File: src/rtl/cla_restoring_divider.sv
// Multi-cycle unsigned restoring divider: one quotient bit per clock, trial
// subtraction done by a borrow-lookahead subtractor, valid/ready on both sides.
module cla_restoring_divider #(
  parameter int WIDTH = 4
) (
  input  logic             clk,
  input  logic             rst_n,
  input  logic             in_valid,
  output logic             in_ready,
  input  logic [WIDTH-1:0] dividend,
  input  logic [WIDTH-1:0] divisor,
  output logic             out_valid,
  input  logic             out_ready,
  output logic [WIDTH-1:0] quotient,
  output logic [WIDTH-1:0] remainder,
  output logic             div_by_zero,
  output logic             busy
);

  localparam int CW = (WIDTH > 2) ? $clog2(WIDTH) : 1;

  typedef enum logic [1:0] {IDLE, BUSY, DONE} state_t;

  state_t           state_q, state_d;
  logic [CW-1:0]    count_q, count_d;
  logic [WIDTH-1:0] prem_q, prem_d;
  logic [WIDTH-1:0] shreg_q, shreg_d;
  logic [WIDTH-1:0] dvsr_q, dvsr_d;
  logic [WIDTH-1:0] quot_q, quot_d;
  logic [WIDTH-1:0] rem_q, rem_d;
  logic             dbz_q, dbz_d;

  logic [WIDTH:0]   trial_a;
  logic [WIDTH:0]   sub_res;
  logic             bout;
  logic [WIDTH-1:0] step_rem;

  // Borrow into bit position i as a flat sum of products: no ripple chain.
  function automatic logic borrow_into(input logic [WIDTH:0] g, input logic [WIDTH:0] p,
                                       input logic bin, input int i);
    logic res, term;
    res = bin;
    for (int k = 0; k < i; k++) res &= p[k];
    for (int j = 0; j < i; j++) begin
      term = g[j];
      for (int k = j + 1; k < i; k++) term &= p[k];
      res |= term;
    end
    return res;
  endfunction

  // Returns {borrow_out, low WIDTH bits of a - b}.
  function automatic logic [WIDTH:0] bla_sub(input logic [WIDTH:0] a, input logic [WIDTH:0] b);
    logic [WIDTH:0]   g, p;
    logic [WIDTH-1:0] brw;
    logic             bo;
    g = ~a & b;
    p = ~(a ^ b);
    for (int i = 0; i < WIDTH; i++) brw[i] = borrow_into(g, p, 1'b0, i);
    bo = borrow_into(g, p, 1'b0, WIDTH + 1);
    return {bo, a[WIDTH-1:0] ^ b[WIDTH-1:0] ^ brw};
  endfunction

  // Restored/reduced remainder always fits WIDTH bits; the WIDTH+1-bit
  // quantity is the trial operand.
  assign trial_a  = {prem_q, shreg_q[WIDTH-1]};
  assign sub_res  = bla_sub(trial_a, {1'b0, dvsr_q});
  assign bout     = sub_res[WIDTH];
  assign step_rem = bout ? trial_a[WIDTH-1:0] : sub_res[WIDTH-1:0];

  always_comb begin
    state_d = state_q;
    count_d = count_q;
    prem_d  = prem_q;
    shreg_d = shreg_q;
    dvsr_d  = dvsr_q;
    quot_d  = quot_q;
    rem_d   = rem_q;
    dbz_d   = dbz_q;
    case (state_q)
      IDLE: begin
        if (in_valid) begin
          shreg_d = dividend;
          dvsr_d  = divisor;
          prem_d  = '0;
          count_d = '0;
          if (divisor != '0) begin
            state_d = BUSY;
          end else begin
            quot_d  = '1;
            rem_d   = dividend;
            dbz_d   = 1'b1;
            state_d = DONE;
          end
        end
      end
      BUSY: begin
        // Dividend bits leave at the MSB while quotient bits enter at the LSB.
        prem_d  = step_rem;
        shreg_d = {shreg_q[WIDTH-2:0], ~bout};
        count_d = count_q + CW'(1);
        if (count_q == CW'(WIDTH - 1)) begin
          quot_d  = {shreg_q[WIDTH-2:0], ~bout};
          rem_d   = step_rem;
          dbz_d   = 1'b0;
          state_d = DONE;
        end
      end
      DONE: begin
        if (out_ready) state_d = IDLE;
      end
      default: state_d = IDLE;
    endcase
  end

  always_ff @(posedge clk or negedge rst_n) begin
    if (!rst_n) begin
      state_q <= IDLE;
      count_q <= '0;
      prem_q  <= '0;
      shreg_q <= '0;
      dvsr_q  <= '0;
      quot_q  <= '0;
      rem_q   <= '0;
      dbz_q   <= 1'b0;
    end else begin
      state_q <= state_d;
      count_q <= count_d;
      prem_q  <= prem_d;
      shreg_q <= shreg_d;
      dvsr_q  <= dvsr_d;
      quot_q  <= quot_d;
      rem_q   <= rem_d;
      dbz_q   <= dbz_d;
    end
  end

  assign in_ready    = (state_q == IDLE);
  assign out_valid   = (state_q == DONE);
  assign busy        = (state_q == BUSY);
  assign quotient    = quot_q;
  assign remainder   = rem_q;
  assign div_by_zero = dbz_q;

endmodule
File: config.mk
export PLATFORM = sky130hd
export DESIGN_NAME = cla_restoring_divider
export DESIGN_NICKNAME = d
export VERILOG_FILES = /design/src/rtl/cla_restoring_divider.sv
export SDC_FILE = /design/constraint.sdc
export NUM_CORES = 1
export LEC_CHECK = 0
export BUFFER_PORTS_ARGS = -buffer_cell sky130_fd_sc_hd__buf_2
export CORE_ASPECT_RATIO = 1.5
export CORE_MARGIN = 1.5
export CORE_UTILIZATION = 53
export CTS_CLUSTER_DIAMETER = 150
export DETAILED_ROUTE_END_ITERATION = 7
export PLACE_DENSITY = 0.77
export REMOVE_ABC_BUFFERS = 1
export SYNTH_ARGS = -nofsm -noshare
export SYNTH_HDL_FRONTEND = slang
export SYNTH_SLANG_ARGS = --single-unit
File: constraint.sdc
create_clock -name clk -period 2.35 [get_ports clk]
set_input_delay 0.1175 -clock clk [delete_from_list [all_inputs] [get_ports clk]]
set_output_delay 0.1175 -clock clk [all_outputs]
set_load 0.01 [all_outputs]
* Word-level counts from Yosys, hierarchy flattened
Cells that the tools add are included.
** Cells by class
- $lt $le $gt $ge :: 0
- $mul :: 0
- Bitwise logic cells :: 24
- Divide/modulo/power cells :: 0
- Eq/ne operators :: 7
- Reductions and logical operators :: 7
- Shift-type cells :: 0
- Add/sub/neg operators :: 1
- Multiplexer cells :: 24
** Operator list (number)
- two-way mux 4 bit :: 9
- case mux 4 bit (2 select lines) :: 4
- AND 1 bit :: 10
- two-way mux 2 bit :: 5
- inverter 5 bit :: 2
- XOR 4 bit :: 2
- bitwise OR 1 bit :: 7
- case mux 2 bit (3 select lines) :: 1
- AND 5 x 4 -> 5 bit :: 1
- XOR 5 x 4 -> 5 bit :: 1
- == test 2 bit (second input constant) :: 2
- != test 2 x 1 -> 1 bit (second input constant) :: 2
- != test 2 bit (second input constant) :: 2
- case mux 2 bit (2 select lines) :: 1
- AND reduction 2 bit :: 2
- AND reduction 4 bit :: 1
- nonzero test 4 bit :: 1
- two-way mux 1 bit :: 3
- AND reduction 3 bit :: 1
- adder 2 x 1 -> 2 bit (second input constant) :: 1
- == test 2 x 1 -> 1 bit (second input constant) :: 1
- logical NOT 2 bit :: 1
- case mux 1 bit (2 select lines) :: 1
- nonzero test 2 bit :: 1
- inverter 1 bit :: 1
** Storage, ports and cells
- Memory bits (read-only) :: 0
- Output and inout bits :: 12
- Input bits :: 12
- Logic and storage cells :: 71
- Flip-flop bits (word level) :: 25
- Latch bits :: 0
- Memories kept :: 0
- Memory bits (writable) :: 0

* Depth between registers and ports, before layout
- Depth after elaboration :: 13
- Mapped depth :: 7
- Depth with buffers taken out :: 7

* Worst setup path after synthesis
No wires, ideal clock.
- Path kind :: flip-flop to flip-flop
- From :: register prem_q[0]
- To :: register rem_q[3] (netlist: remainder[3])
- Path slack :: 413 ps
- Library setup time :: 63 ps
- Data arrival time :: 1874 ps
- Clock period less this slack :: 1937 ps
- Data required time :: 2287 ps
- Buffers on the path :: 0
- Cell stages (with the launch flop) :: 8
- Cell sequence :: dfrtp_1 > inv_1 > ha_1 > ha_1 > o21a_1 > or4_1 > a31oi_1 > o22a_2
** Between the ends
- Cells in the longest elaborated chain, start to end :: 13
- Elaborated cells on any way between the ends :: 21
- Classes of those cells :: 3 x mux; 18 x bitwise
** RTL lines
- from (decl) :: RTL line 26 : logic [WIDTH-1:0] prem_q, prem_d;
- from (signal assigned) :: RTL line 129 : prem_q <= prem_d;
- XOR 5 x 4 -> 5 bit :: RTL line 58 : p = ~(a ^ b);
- inverter 5 bit :: RTL line 58
- AND 1 bit (4 in a row) :: RTL line 46 : for (int k = j + 1; k < i; k++) term &= p[k];
- bitwise OR 1 bit (4 in a row) :: RTL line 47 : res |= term;
- two-way mux 4 bit * :: RTL line 69 : assign step_rem = bout ? trial_a[WIDTH-1:0] : sub_res[WIDTH-1:0];
- two-way mux 4 bit * :: RTL line 102 : if (count_q == CW'(WIDTH - 1)) begin
- case mux 4 bit (2 select lines) * :: RTL line 80 : case (state_q)
- to (signal assigned) :: RTL line 133 : rem_q <= rem_d;
- to (decl) :: RTL line 30 : logic [WIDTH-1:0] rem_q, rem_d;
Mark *: on every way between the ends. The rest lies on a longest branch, timed or not. The select of a mux whose other input is x is not followed.
A chain may end at the register's enable or synchronous reset.

* Final worst setup path
Ends and elaborated chain as after synthesis.

==> flow_summary.ini <==
[clock_tree]
cts_made_buffers = 3
htreeDepth = 1
clock_sinks = 25
worstSkewPairLatency_ns = 0.32
cts_tree = done
clock_path_buffers = 2
post_cts_buffers = 0
ctsRootBufferMaster = clkbuf_4
cts.clk_slew.worst_paths_ns = 0.13

[timing]
fmax_mhz = 477
final.setup.tns_ns = 0
worst_pin_slew_ns = 0.544
timing.slew.headroom = 0.636
drv_slew = 0
finalHoldViolCount = 0
rsz0062_at_grt = no
skew_ns = 0.00593
finalSetupViolations = 0
finalCriticalPeriod_ns = 2.10
period_share = 0.892

[min_path]
hold_depth = 2
min_from = divisor[1]
hp-class = input pin to register
min_to = dvsr_q[1]

[synthesis]
synth_edf_count = 0
yosys.area.top_type = dfrtp_1
synth_common_cells = dfrtp_1 (25), nand2_1 (18), nor2_1 (10)
syn_avg_cell_area_sq_um = 10.3
yosys_warnings = 0
syn_area_sq_mm = 0.00126
ys_seq_area_frac = 0.498
ys_top_cells_by_area = dfrtp_1 (50%), ha_1 (6.0%), nand2_1 (5.4%), mux2_2 (3.6%), nor2_1 (3.0%)
ys_async_sr_fraction = 1.00
synth_cells = 122
yosysMostFrequentCell = dfrtp_1
synth-seq-cells = 25
synthFlopType = dfrtp_1
synth_cell_types = 34
synth.top_cell.area_share = 0.498

[route]
avgViaCountPerCell = 5.82
firstDrtPassIters = 4
wl_per_cell_um = 14.8
drc = 0
routed_wl_um = 2520
postRouteAntennaNets = 0
num_vias = 990
initialDrtViolationCount = 25

[status]
status = completed

[final_layout]
layout-drive-gt1-share = 0.245
fin_cells = 170
area_growth_pct = 12.9
antenna_cells = 0
fin_nets = 167

[grt]
overflow = 0
antenna_found_initial = 0
grt_pass1_wl_um = 4360
grt_max_degree = 26
grt_use_total = 0.214
grt_pass1_vias = 995

[placement]
dpl.cell_count = 165
gp_congestion = 0.799
port_buffers = 23
hpwl_um = 1940

[worst_setup_path]
cp.required_ns = 2.62
endpoint_kind = register
reg2reg_slack_ns = 0.25
arrival_ns = 2.37
cp-start-kind = register
worstReg2RegEnd = remainder[3]
rr_startpoint = prem_q[0]
criticalPathCategory = register to register
critPathMaxFanout = 3
r2r_cells = 7

[die]
rows = 21
core_area_sq_mm = 0.00223
die_x_um = 42.8
die_y_um = 62.6
start_util = 0.562
io_pins = 24
die_area_sq_mm = 0.00268

[flow_run]
maxCapViolCount = 0

[power_and_ir_drop]
p_leak_nw = 0.680
ir_drop_uv = 831
power.total_w = 0.00215
powerDensity_mw_per_mm2 = 1520
critical path, stage by stage (launching register included):
cell     delay (ns)
dfrtp_1        0.40
inv_1          0.11
ha_1           0.25
ha_1           0.19
o21a_1         0.21
or4_1          0.48
a31oi_1        0.24
o22a_2         0.18
layout by cell type, fill, tap and decap left out, types with 2 or more instances in the layout:
master,synthesis,final
o22a_1,3,3
a22oi_1,2,2
buf_2,3,23
nand2b_1,4,4
dfrtp_1,25,25
a21oi_1,7,7
clkbuf_4,0,3
mux2i_1,3,3
nor2_1,10,10
mux2_2,4,4
a31oi_1,5,5
inv_1,7,7
nand2_1,18,18
o21a_1,2,2
nor2b_1,2,2
ha_1,6,6
o21ai_0,3,3
where the power goes:
| group | switching, W | total [W] | internal (W) |
|---|---|---|---|
| Clock | 0.000129 | 0.000193 | 0.0000638 |
| Sequential | 0.000144 | 0.000789 | 0.000645 |
| Combinational | 0.000647 | 0.00117 | 0.000522 |
sequential cells by signal, indices dropped and copies added (netlist names):
signal,cells
shreg_q,4
prem_q,4
count_q,2
remainder,4
quotient,4
state_q,2
dvsr_q,4
div_by_zero,1
cell families (layout without fill, tap and decap cells):
group,after synthesis,in the layout,share of synthesized area
AO/OA/AOI/OAI,30,30,0.166
buffers and inverters,11,36,0.0418
multiplexers,7,7,0.0598
adder cells (fa/ha/maj),7,7,0.0757
XOR/XNOR,1,1,0.00697
flip-flops,25,25,0.498
AND/OR/NAND/NOR,41,41,0.151
layer usage:
metal  vias up  global-route usage  part of all wire
met5         -                   0                 0
met4         0               0.102             0.023
met3         6              0.0260             0.025
met2        17               0.369              0.53
met1       495               0.254              0.42
li1        472                   -                 -
how the worst max path moves through the flow:
| stage | startpoint | endpoint | slack [ns] |
|---|---|---|---|
| CTS | prem_q[0] | remainder[3] | 0.25 |
| floorplan | prem_q[0] | remainder[3] | 0.41 |
| global route | prem_q[0] | remainder[3] | 0.14 |
| global placement | prem_q[0] | remainder[3] | 0.38 |
| finish | prem_q[0] | remainder[3] | 0.25 |
| detailed placement | prem_q[0] | remainder[3] | 0.28 |
what timing repair did:
| action | CTS | global route |
|---|---|---|
| hold buffers | 1 | 0 |
| hold endpoints to repair | 25 | 0 |
| gates resized for setup | 0 | 0 |
layout make-up:
class | count | area, sq um
timing repair buffer | 25 | 133
clock buffer | 3 | 22.5
fill | 181 | 815
inverter | 7 | 26.3
sequential | 25 | 626
clock inverter | 1 | 5.00
tap | 23 | 28.8
multi-input combinational | 86 | 578
stage by stage:
stage / util / hold WS, ns / setup WS [ns] / area [sq um]
global placement: 0.618 / 0.130 / 0.378 / 1380
floorplan: - / -0.178 / 0.411 / 1230
detailed placement: 0.618 / 0.132 / 0.279 / 1380
finish: 0.635 / 0.0341 / 0.253 / 1420
CTS: 0.635 / 0.0264 / 0.249 / 1420
global route: 0.635 / 0.0377 / 0.135 / 1420
Power figures use the tool's default switching activity.
